`src/rtl/output_sram_arbiter.sv`:
```
// Round-robin arbiter that grants one bank buffer at a time the shared output
// SRAM write port and turns its sos..eos beat stream into addressed writes.
module output_sram_arbiter #(
  parameter int NUM_BANKS  = 4,
  parameter int FV_W       = 16,
  parameter int NODE_W     = 8,
  parameter int MAX_FV_NUM = 16,
  parameter int ADDR_W     = 12,
  parameter int TIMEOUT    = 8
) (
  input  logic                        clk,
  input  logic                        reset,
  input  logic [NUM_BANKS-1:0]        bank_req,
  output logic [NUM_BANKS-1:0]        bank_grant,
  input  logic [NUM_BANKS-1:0]        bank_valid,
  input  logic [NUM_BANKS-1:0]        bank_sos,
  input  logic [NUM_BANKS-1:0]        bank_eos,
  input  logic [NUM_BANKS*2*FV_W-1:0] bank_data,
  input  logic [NUM_BANKS*NODE_W-1:0] bank_nodeid,
  output logic                        sram_wen,
  output logic [ADDR_W-1:0]           sram_addr,
  output logic [2*FV_W-1:0]           sram_wdata,
  output logic                        busy,
  output logic                        err_timeout,
  output logic                        err_overrun
);
  localparam int BEATS = MAX_FV_NUM / 2;
  localparam int BW    = 2 * FV_W;
  localparam int IDX_W = (NUM_BANKS > 1) ? $clog2(NUM_BANKS) : 1;
  localparam int CNT_W = $clog2(BEATS + 1);
  localparam int TMR_W = (TIMEOUT > 1) ? $clog2(TIMEOUT) : 1;
  localparam int PW    = ADDR_W + NODE_W;

  typedef enum logic [1:0] {IDLE, GRANT, WAIT_SOS, STREAM} state_t;

  state_t                              state;
  logic [IDX_W-1:0]                    owner, rr_ptr, pick, cand;
  logic                                pick_vld;
  logic [CNT_W-1:0]                    beat_cnt;
  logic [TMR_W-1:0]                    timer;
  logic [NODE_W-1:0]                   nodeid_q;
  logic [NUM_BANKS-1:0][BW-1:0]        data_arr;
  logic [NUM_BANKS-1:0][NODE_W-1:0]    nid_arr;
  logic                                o_valid, o_sos, o_eos;
  logic [BW-1:0]                       o_data;
  logic [NODE_W-1:0]                   o_nid;

  assign data_arr = bank_data;
  assign nid_arr  = bank_nodeid;
  // Only the owner's beat inputs ever reach the datapath.
  assign o_valid  = bank_valid[owner];
  assign o_sos    = bank_sos[owner];
  assign o_eos    = bank_eos[owner];
  assign o_data   = data_arr[owner];
  assign o_nid    = nid_arr[owner];
  assign busy     = (state != IDLE);

  // First requester at or after rr_ptr, wrapping.
  always_comb begin
    pick     = '0;
    pick_vld = 1'b0;
    cand     = '0;
    for (int i = 0; i < NUM_BANKS; i++) begin
      cand = IDX_W'((int'(rr_ptr) + i) % NUM_BANKS);
      if (!pick_vld && bank_req[cand]) begin
        pick_vld = 1'b1;
        pick     = cand;
      end
    end
  end

  function automatic logic [ADDR_W-1:0] beat_addr(input logic [NODE_W-1:0] nid,
                                                  input logic [CNT_W-1:0]  idx);
    logic [PW-1:0] a;
    a = PW'(nid) * PW'(BEATS) + PW'(idx);
    return a[ADDR_W-1:0];
  endfunction

  always_ff @(posedge clk) begin
    if (!reset) begin
      state       <= IDLE;
      owner       <= '0;
      rr_ptr      <= '0;
      beat_cnt    <= '0;
      timer       <= '0;
      nodeid_q    <= '0;
      bank_grant  <= '0;
      sram_wen    <= 1'b0;
      sram_addr   <= '0;
      sram_wdata  <= '0;
      err_timeout <= 1'b0;
      err_overrun <= 1'b0;
    end else begin
      bank_grant <= '0;
      sram_wen   <= 1'b0;
      case (state)
        IDLE: if (pick_vld) begin
          owner      <= pick;
          rr_ptr     <= (pick == IDX_W'(NUM_BANKS - 1)) ? '0 : pick + IDX_W'(1);
          bank_grant <= NUM_BANKS'(1) << pick;
          state      <= GRANT;
        end
        GRANT: begin
          timer <= '0;
          state <= WAIT_SOS;
        end
        WAIT_SOS: begin
          if (o_valid && o_sos) begin
            nodeid_q   <= o_nid;
            sram_wen   <= 1'b1;
            sram_addr  <= beat_addr(o_nid, CNT_W'(0));
            sram_wdata <= o_data;
            beat_cnt   <= CNT_W'(1);
            state      <= o_eos ? IDLE : STREAM;
          end else if (timer == TMR_W'(TIMEOUT - 1)) begin
            err_timeout <= 1'b1;
            state       <= IDLE;
          end else begin
            timer <= timer + TMR_W'(1);
          end
        end
        STREAM: if (o_valid) begin
          // A beat beyond the node's slot is dropped rather than spilling into the next node.
          if (beat_cnt == CNT_W'(BEATS)) begin
            err_overrun <= 1'b1;
            state       <= IDLE;
          end else begin
            sram_wen   <= 1'b1;
            sram_addr  <= beat_addr(nodeid_q, beat_cnt);
            sram_wdata <= o_data;
            beat_cnt   <= beat_cnt + CNT_W'(1);
            if (o_eos) state <= IDLE;
          end
        end
        default: state <= IDLE;
      endcase
    end
  end
endmodule

```
`config.mk`:
```
export PLATFORM = sky130hd
export DESIGN_NAME = output_sram_arbiter
export DESIGN_NICKNAME = d
export VERILOG_FILES = /design/src/rtl/output_sram_arbiter.sv
export SDC_FILE = /design/constraint.sdc
export NUM_CORES = 1
export LEC_CHECK = 0
export ABC_AREA = 1
export CAP_MARGIN = 15
export CORE_UTILIZATION = 25
export CTS_BUF_LIST = sky130_fd_sc_hd__clkbuf_8
export CTS_CLUSTER_DIAMETER = 150
export DETAILED_ROUTE_END_ITERATION = 8
export PLACE_DENSITY = 0.57
export RECOVER_POWER = 25
export SLEW_MARGIN = 40
export SYNTH_ARGS = -nofsm -noshare
export SYNTH_HDL_FRONTEND = slang
export SYNTH_SLANG_ARGS = --single-unit
```
`constraint.sdc`:
```
create_clock -name clk -period 2.1 [get_ports clk]
set_input_delay 0.42 -clock clk [delete_from_list [all_inputs] [get_ports clk]]
set_output_delay 0.42 -clock clk [all_outputs]
set_load 0.01 [all_outputs]
```
==> flow_metrics.py <==
metrics = {
    "power": {
        "p_comb_share_pct": 58.5,
        "seqPwrFrac_pct": 24.8,
        "power.leakage_nw": 3.05,
        "internal_power_mw": 4.28,
        "switching_power_mw": 3.31,
        "swShare_pct": 43.6,
        "ir_drop_v": 0.000423,
        "cellPowerDensity_nw_per_um2": 1060,
        "p_clk_share_pct": 16.7,
    },
    "global_routing": {
        "grt_first_pass_wirelength_um": 26200,
        "gr-usage-all-layers_pct": 18.9,
        "grt_pass1_vias": 5018,
        "grt_remaining_overflow": 0,
        "antenna_found_initial": 1,
        "grt_max_degree": 54,
    },
    "floorplanning": {
        "core.rowCount": 47,
        "core_area_sq_um": 16700,
        "dieWidth_um": 133,
        "io_pins": 230,
        "start_util_pct": 25.7,
        "die_y_um": 133,
        "die-area_sq_um": 17700,
    },
    "clock_tree": {
        "cts_made_buffers": 9,
        "cts_max_path_buffers": 2,
        "cts_htree_levels": 3,
        "clock_sinks": 72,
        "cts_tree": "yes",
        "clock_latency_ps": 360,
        "clk_pin_slew_ps": 80,
        "root_buffer": "clkbuf_8",
    },
    "critical_path": {
        "worst_setup_path_start_kind": "register",
        "crit_type": "reg2out",
        "endpoint_kind": "output port",
        "worst-endpoint-arrival_ps": 1490,
        "worst_ep_required_time_ps": 1680,
        "critPathMaxFanout": 3,
    },
    "final_layout": {
        "final_cell_mix": "clkdlybuf4s50_1, nor2_1, o21ai_0",
        "seqCellArea_sq_um": 1440,
        "multi_input_area_sq_um": 2500,
        "final_common_cell": "clkdlybuf4s50_1",
        "instances_no_fill": 1136,
        "drive_above_1_share_pct": 6.99,
        "nFillCells": 1829,
        "area_growth_pct": 67.0,
        "stdcell_area_sq_um": 7170,
        "layout.nets": 1095,
        "final_util_pct": 42.9,
    },
    "routing": {
        "drt_iter0_markers": 291,
        "ant_nets": 0,
        "wirelength_um": 16700,
        "first_pass_iters": 5,
        "drc": 0,
        "wl_per_cell_um": 14.7,
        "via_per_inst": 4.67,
        "via_count": 5301,
    },
    "placement": {
        "placed_cells": 1118,
        "postPlaceCellArea_sq_um": 6930,
        "place_ws_ps": -156,
        "gp_congestion": 0.842,
        "io_buffers": 229,
        "dp_hpwl_um": 12400,
    },
    "flow_run": {
        "maxCapViolCount": 0,
    },
    "timing": {
        "rsz0062_at_grt": "false",
        "tightest_slew_ps": 526,
        "slew_violations": 0,
        "timing.slew.headroom_pct": 65.0,
        "timing.fmax_ghz": 0.523,
        "hold_viol_final": 0,
        "final-setup-viol-count": 0,
        "postLayoutSetupSlackWorst_ps": 188,
        "fin_crit_sh_pct": 91.1,
        "fin_worst_skew_ps": 8.61,
        "hold-worst-slack_ps": 463,
        "period_minus_slack_ps": 1910,
    },
    "yosys": {
        "synth_warnings": 0,
        "synthCells": 684,
        "async_reset_ff_share_pct": 0,
        "ys.flop_type": "dfxtp_1",
        "yosysUniqueCellTypes": 34,
        "syn-num-nets": 869,
        "synth_seq_cells": 72,
        "syn_area_sq_um": 4290,
        "synth_edf_count": 0,
        "syn_area_per_cell_sq_um": 6.27,
        "ys_seq_area_share_pct": 33.6,
    },
    "status": {
        "status": "completed",
    },
    "worst_hold_path": {
        "min_path_type": "reg2reg",
    },
}
==> path summary, 6_finish.rpt <==
check                      end    startpoint  depth (start not counted)  slack, ps
setup / recovery          busy      state[0]                          3        190
hold / removal    sram_addr[2]  sram_addr[2]                          2        460
setup reg to reg     rr_ptr[1]     rr_ptr[0]                         11        240
hold reg to reg   sram_addr[2]  sram_addr[2]                          2        460
==> through the flow <==
stage	setup TNS, ps	total power, mW
2_1_floorplan	0	4.42
3_3_place_gp	-160	6.42
3_5_place_dp	-317	6.42
4_1_cts	0	7.74
5_1_grt	0	8.28
6_report	0	7.59
==> final cells by class <==
type / instances / area share (%)
Timing Repair Buffer: 261 / 36.1
Sequential cell: 72 / 20.1
Multi-Input combinational cell: 532 / 34.8
Antenna cell: 1 / 0.0349
Clock inverter: 7 / 1.45
Tap cell: 220 / 3.84
Inverter: 34 / 1.82
Clock buffer: 9 / 1.73
==> power by group through the flow <==
stage / clock network [mW] / logic (mW) / registers (mW)
after floorplan: 0 / 2.46 / 1.96
after global placement: 0 / 4.52 / 1.90
after detailed placement: 0 / 4.51 / 1.91
after CTS: 1.32 / 4.54 / 1.88
after global routing: 1.37 / 4.98 / 1.92
final: 1.27 / 4.44 / 1.88
==> flip-flops by register name, indices dropped and copies added (netlist names) <==
name and cells:
bank_grant 4, owner 2, sram_wen 1, sram_addr 12
sram_wdata 32, state 2, rr_ptr 2, err_timeout 1
nodeid_q 8, beat_cnt 4, err_overrun 1, timer 3
==> synth_stat cells (all sizes together) (2+ instances only) <==
cell	count	area, sq um
nor2	178	671
o21ai	133	669
nand2	105	407
dfxtp	72	1440
o22ai	36	225
inv	34	130
nand3	26	143
a21oi	23	115
buf	23	139
clkbuf	23	86.3
ha	7	87.6
a31oi	4	25.0
nor3	4	20.0
xor2	4	35.0
a211oi	2	15.0
a32o	2	20.0
==> cell families after synthesis <==
logic type | count (synthesis) | share of synthesized area [%]
AOI/OAI and AO/OA | 206 | 26.1
xor gates and xnor gates | 4 | 0.816
adders and majority gates | 7 | 2.04
buffers and inverters | 80 | 8.28
DFF | 72 | 33.6
and+or+nand+nor | 315 | 29.2
==> repair_timing <==
item / CTS / global route
endpoints found under the setup margin: 0 / 1
hold buffers: 0 / 0
gates resized for setup: 0 / 4
endpoints found under the hold margin: 0 / 0
setup buffers: 0 / 1
==> metal layers <==
metal / vias to the layer above / share of wire, % / GRT usage, %
met5: - / 0 / 0
met4: 0 / 2.0 / 5.49
met3: 18 / 6.8 / 5.40
met2: 172 / 48 / 33.0
met1: 2372 / 43 / 22.3
li1: 2739 / - / -
==> worst max-delay path, cell delays in order, from the launching register on <==
cell and delay [ps]:
dfxtp_1 340, nor2_1 220, inv_1 100, clkdlybuf4s50_1 480
Note: power is estimated with default switching activity, not from simulation.
